## src/rtl/vga_scanout.sv

```systemverilog
// vga_scanout: 640x480@60 VGA raster generator that fetches an IMG_W x IMG_H
// image from a word-addressed frame buffer and drives RGB plus syncs.
//
// Ports:
//   clk          50 MHz system clock; the pixel rate is every other edge
//   rst          synchronous active-high reset
//   fb_rd_en     one-clk read strobe, issued on pixel edges only
//   fb_addr      frame-buffer word address for the current strobe
//   fb_rdata     read data, valid one clk after fb_rd_en; [23:0] = {R,G,B}
//   rgb          pixel colour to DAC
//   h_sync       horizontal sync, active low, aligned with rgb
//   v_sync       vertical sync, active low, aligned with rgb
//   vga_clk      25 MHz pixel clock (the phase bit)
//   frame_start  one-clk pulse after pixel (0,0) is launched
//
// Optional feature: define VGA_BORDER_EN to draw a white one-pixel frame just
// right of and below the image (h==IMG_W / v==IMG_H) inside the visible area.
`timescale 1ns/1ps
module vga_scanout #(
  parameter int          IMG_W     = 100,
  parameter int          IMG_H     = 100,
  parameter int unsigned BASE_ADDR = 0,
  parameter int          S         = 32
) (
  input  logic          clk,
  input  logic          rst,
  output logic          fb_rd_en,
  output logic [S-1:0]  fb_addr,
  input  logic [S-1:0]  fb_rdata,
  output logic [23:0]   rgb,
  output logic          h_sync,
  output logic          v_sync,
  output logic          vga_clk,
  output logic          frame_start
);

  localparam logic [9:0]   IMG_W_L = 10'(IMG_W);
  localparam logic [9:0]   IMG_H_L = 10'(IMG_H);
  localparam logic [S-1:0] BASE_L  = S'(BASE_ADDR);
`ifdef VGA_BORDER_EN
  localparam bit BORDER_EN = 1'b1;
`else
  localparam bit BORDER_EN = 1'b0;
`endif

  function automatic logic in_image(input logic [9:0] h, input logic [9:0] v);
    return (h < IMG_W_L) && (v < IMG_H_L);
  endfunction

  // Border cells sit one pixel outside the image; clipped to the visible area
  // so a full-width or full-height image simply has no border on that side.
  function automatic logic on_border(input logic [9:0] h, input logic [9:0] v);
    return BORDER_EN && (h < 10'd640) && (v < 10'd480) &&
           (((h == IMG_W_L) && (v <= IMG_H_L)) || ((v == IMG_H_L) && (h <= IMG_W_L)));
  endfunction

  // Upper data bits carry no colour information.
  logic unused_rdata_hi;
  assign unused_rdata_hi = ^fb_rdata[S-1:24];

  logic          ph_q, ph_d;
  logic [9:0]    h_q, h_d, v_q, v_d;
  logic [S-1:0]  addr_q, addr_d;
  logic          fb_rd_en_q, fb_rd_en_d;
  logic [S-1:0]  fb_addr_q, fb_addr_d;
  logic          frame_start_q, frame_start_d;
  logic          vld_p0, vld_p0_d;
  logic          bord_p0, bord_p0_d;
  logic          hs_p0, hs_p0_d;
  logic          vs_p0, vs_p0_d;
  logic [23:0]   rgb_q, rgb_d;
  logic          h_sync_q, h_sync_d;
  logic          v_sync_q, v_sync_d;
  logic          in_img, first_px;

  always_comb begin
    in_img        = in_image(h_q, v_q);
    first_px      = (h_q == 10'd0) && (v_q == 10'd0);
    ph_d          = ~ph_q;
    h_d           = h_q;
    v_d           = v_q;
    addr_d        = addr_q;
    fb_rd_en_d    = 1'b0;
    fb_addr_d     = fb_addr_q;
    frame_start_d = 1'b0;
    vld_p0_d      = vld_p0;
    bord_p0_d     = bord_p0;
    hs_p0_d       = hs_p0;
    vs_p0_d       = vs_p0;
    rgb_d         = rgb_q;
    h_sync_d      = h_sync_q;
    v_sync_d      = v_sync_q;
    if (ph_q) begin
      // Stage p0: launch pixel (h,v) -- issue the read and capture its attributes.
      fb_rd_en_d    = in_img;
      frame_start_d = first_px;
      if (first_px) begin
        fb_addr_d = BASE_L;
        addr_d    = BASE_L + S'(1);
      end else if (in_img) begin
        fb_addr_d = addr_q;
        addr_d    = addr_q + S'(1);
      end
      vld_p0_d  = in_img;
      bord_p0_d = on_border(h_q, v_q);
      hs_p0_d   = !((h_q >= 10'd656) && (h_q <= 10'd751));
      vs_p0_d   = !((v_q >= 10'd490) && (v_q <= 10'd491));
      if (h_q == 10'd799) begin
        h_d = 10'd0;
        v_d = (v_q == 10'd524) ? 10'd0 : v_q + 10'd1;
      end else begin
        h_d = h_q + 10'd1;
      end
      // Stage p1: present the previously launched pixel with its syncs.
      if (vld_p0)       rgb_d = fb_rdata[23:0];
      else if (bord_p0) rgb_d = 24'hFFFFFF;
      else              rgb_d = 24'h000000;
      h_sync_d = hs_p0;
      v_sync_d = vs_p0;
    end
  end

  always_ff @(posedge clk) begin
    if (rst) begin
      ph_q          <= 1'b0;
      h_q           <= '0;
      v_q           <= '0;
      addr_q        <= BASE_L;
      fb_rd_en_q    <= 1'b0;
      fb_addr_q     <= '0;
      frame_start_q <= 1'b0;
      vld_p0        <= 1'b0;
      bord_p0       <= 1'b0;
      hs_p0         <= 1'b1;
      vs_p0         <= 1'b1;
      rgb_q         <= '0;
      h_sync_q      <= 1'b1;
      v_sync_q      <= 1'b1;
    end else begin
      ph_q          <= ph_d;
      h_q           <= h_d;
      v_q           <= v_d;
      addr_q        <= addr_d;
      fb_rd_en_q    <= fb_rd_en_d;
      fb_addr_q     <= fb_addr_d;
      frame_start_q <= frame_start_d;
      vld_p0        <= vld_p0_d;
      bord_p0       <= bord_p0_d;
      hs_p0         <= hs_p0_d;
      vs_p0         <= vs_p0_d;
      rgb_q         <= rgb_d;
      h_sync_q      <= h_sync_d;
      v_sync_q      <= v_sync_d;
    end
  end

  assign fb_rd_en    = fb_rd_en_q;
  assign fb_addr     = fb_addr_q;
  assign frame_start = frame_start_q;
  assign rgb         = rgb_q;
  assign h_sync      = h_sync_q;
  assign v_sync      = v_sync_q;
  assign vga_clk     = ph_q;

endmodule
```

## config.mk

```make
export PLATFORM = sky130hd
export DESIGN_NAME = vga_scanout
export DESIGN_NICKNAME = d
export VERILOG_FILES = /design/src/rtl/vga_scanout.sv
export SDC_FILE = /design/constraint.sdc
export NUM_CORES = 1
export LEC_CHECK = 0
export ABC_AREA = 1
export ABC_CLOCK_PERIOD_IN_PS = 4000
export BUFFER_PORTS_ARGS = -buffer_cell sky130_fd_sc_hd__buf_2
export CORE_ASPECT_RATIO = 1.5
export CORE_MARGIN = 2
export CORE_UTILIZATION = 62
export CTS_BUF_LIST = sky130_fd_sc_hd__clkbuf_4 sky130_fd_sc_hd__clkbuf_8
export CTS_CLUSTER_DIAMETER = 30
export DETAILED_ROUTE_END_ITERATION = 10
export HOLD_SLACK_MARGIN = 0.08
export PLACE_DENSITY = 0.87
export SKIP_LAST_GASP = 1
export SYNTH_ARGS = -nofsm -noshare
export SYNTH_HDL_FRONTEND = slang
export SYNTH_SLANG_ARGS = --single-unit
```

## constraint.sdc

```tcl
create_clock -name clk -period 4 [get_ports clk]
set_input_delay 0.2 -clock clk [delete_from_list [all_inputs] [get_ports clk]]
set_output_delay 0.2 -clock clk [all_outputs]
set_load 0.01 [all_outputs]
```

==> key figures <==
Finish
  • Post-layout util: 76.3%
  • Most frequent cells in the layout: nor2_1, nand2_1, dfxtp_1
  • Most common cell after layout, fill and taps aside: nor2_1
  • Layout area overhead: 19.3%
  • Layout cell share with drive strength beyond 1: 19.1%
  • Fin nets: 874

Die
  • Die area: 0.00952 mm^2
  • Initial core utilization: 64.0%
  • Row cnt: 41
  • Core footprint: 0.00846 mm^2
  • Die height: 119 um
  • I/O pin count: 95
  • Chip width: 80.3 um

Power and ir drop
  • Switching power total: 0.000695 W
  • Comb power frac: 8.9%
  • Seq pwr share: 46.2%
  • Pwr dens: 407 mW/mm^2
  • Total chip power: 0.00263 W
  • Sw frac: 26.4%
  • Int Pwr: 0.00193 W
  • Clock network fraction of design power: 44.9%
  • Leakage: 2.79 nW
  • Peak supply drop: 0.407 mV

Routing
  • Drc violations: 0
  • DR iter-0 viols: 347
  • TritonRoute pass-1 iters: 5
  • Final wirelength: 14800 um
  • ANT nets after route: 0
  • Vias per cell: 5.66
  • Avg WL per Cell: 15.5 um
  • Via count: 5414

Critical path
  • Worst path required time: 4340 ps
  • R2R setup slack: 1510 ps
  • CP Capture Point: fb_addr[4]
  • Critical path startpoint: v_q[0]
  • R2R Path End: fb_addr[4]
  • FF-to-FF path depth: 8
  • CP Data Arrival Time: 2830 ps
  • Max FO, Critical Path: 26
  • CP Class: reg2reg
  • Crit end category: flip-flop
  • Critical Path Source Type: flip-flop
  • Reg2Reg Launch Point: v_q[0]

CTS
  • H-Tree Depth: 4
  • CTS Sinks: 116
  • CTS buffer count: 17
  • Clk_lat worst skew: 460 ps
  • Clock tree buffer depth: 2
  • Setup Fix Bufs, Post-CTS: 0
  • CTS hold repair buffers: 24
  • CTS resizes: 0
  • TritonCTS clock tree: yes
  • Clock Pin Slew Worst Setup and Hold Paths: 80 ps
  • CTS root buf: clkbuf_8

STA
  • # setup viols final: 0
  • Fmax: 402 MHz
  • Minimum clock period: 2490 ps
  • Unrepaired setup endpoints after global routing: no
  • Max Transition Viols Final: 0
  • Final Hold Fails: 0
  • Post-route setup TNS: 0 ps
  • Final cycle utilization of the critical path: 62.2%
  • Slew HR: 35.2%
  • Worst Skew: 10.7 ps
  • Slew @ Worst Pin: 970 ps

Synth
  • Yosys warns: 0
  • Synth Flop Type: dfxtp_1
  • Synthesized Nets: 768
  • Synth Instances: 729
  • Post-synth cell types: 42
  • Post-Syn Area per Cell: 7.43 um^2
  • Netlist Area Pre-Place: 0.00542 mm^2
  • EDFF count, synth: 0
  • Area contributors post-synth: dfxtp_1, nor2_1, nand2_1, a32o_1, inv_1
  • Sequential area share after synthesis: 42.9%
  • Cell accounting for the most synthesized area: dfxtp_1
  • Async SR Flop Fraction: 0%
  • Share of the synthesized area in the top cell type: 42.9%
  • Register bit total from synthesis: 116

Place
  • RD Place Congestion: 0.935
  • Dpl hpwl: 9020 um
  • Number of port buffers: 86

GRT
  • Overflow after GRT: 0
  • Global-route wire length before repair: 24100 um
  • Number of antenna violations at the first check in global routing: 1
  • Largest net degree at the start of global routing: 72
  • Met1 usage: 32.0%
  • GRT Overall Usage: 32.4%
  • Met2 Resource Use GR: 58.1%
  • Vias in the first global route: 5332
  • Met3 usage: 8.78%
  • GRT busiest layer: met2

Status
  • Status: finished, final reports clean

Job
  • Max cap viols: 0

Min path
  • Hold Path Class: in2reg
[power by group through the flow]
stage,sequential [W],combinational (W),clock (W)
after detailed placement,0.00124,0.000208,0
after global routing,0.00122,0.000255,0.00124
final,0.00121,0.000233,0.00118
after global placement,0.00124,0.000202,0
after floorplan,0.00125,0.000150,0
after CTS,0.00121,0.000228,0.00117
[critical path, stage by stage (launching register included)]
cell and delay (ps):
dfxtp_1 380, inv_1 140, ha_1 250, nand3_1 120, nor2_1 130, nand3_2 180, o21ai_4 690, buf_4 390
nor3_1 90
[cell usage after synthesis (3+ instances only)]
cell type,instances
o21ai_0,11
nor2_1,169
buf_2,6
xor2_1,4
inv_1,63
nor3_1,32
nor2_2,10
nand2_2,4
a32o_1,24
nand3b_1,3
clkbuf_1,4
dfxtp_1,116
xnor2_1,4
buf_6,12
o21ai_1,3
ha_1,5
nand2_1,141
a21oi_1,24
nor2_4,3
nand4_1,13
nor3b_1,3
nor3_2,15
nand3_1,38
[registers in the layout, indices dropped and copies added (netlist names), 10 cells and up]
register  count
addr_q       32
fb_addr      32
rgb          24
h_q          10
v_q          10
[area by class of cell]
cell class,count,area (um^2)
Multi-Input combinational cell,520,2620
Sequential cell,116,2320
Fill cell,611,2000
Timing Repair Buffer,114,701
Clock buffer,19,262
Inverter,66,250
Clock inverter,13,173
Tap cell,107,134
Antenna cell,1,2.50
[worst min-delay path by stage]
stage / start / end / slack [ps] / depth (start not counted)
6_report: rst / v_q[6] / 170 / 2
5_1_grt: rst / h_q[2] / 190 / 2
2_1_floorplan: fb_rdata[16] / rgb[16] / 370 / 1
3_5_place_dp: rgb[6] / rgb[6] / 450 / 1
4_1_cts: rst / v_q[6] / 160 / 2
3_3_place_gp: hs_p0 / h_sync / 440 / 2
[cells by family after synthesis]
logic type      count (synthesis)  synth area share, %
compound gates                 69                 9.05
xor+xnor                        8                 1.29
fa+ha+maj                       5                 1.15
buf+inv                        93                 8.82
flops                         116                 42.9
simple gates                  438                 36.8
[routing by layer]
layer	up-vias	share of wire (%)	wire, um
met3	74	6.0	882
met4	0	5.4	793
li1	2586	-	-
met2	239	54	7940
met5	-	0	0
met1	2515	35	5200
[through the flow]
step / worst slack [ps] / instances / hold WS (ps) / instance area [um^2]
after global placement: 1620 / 899 / 440 / 5790
final: 1510 / 956 / 166 / 6460
after detailed placement: 1540 / 899 / 447 / 5790
after CTS: 1530 / 955 / 163 / 6460
after floorplan: 2470 / 729 / 368 / 5420
after global routing: 1360 / 956 / 193 / 6460
Note: power is estimated with default switching activity, not from simulation.
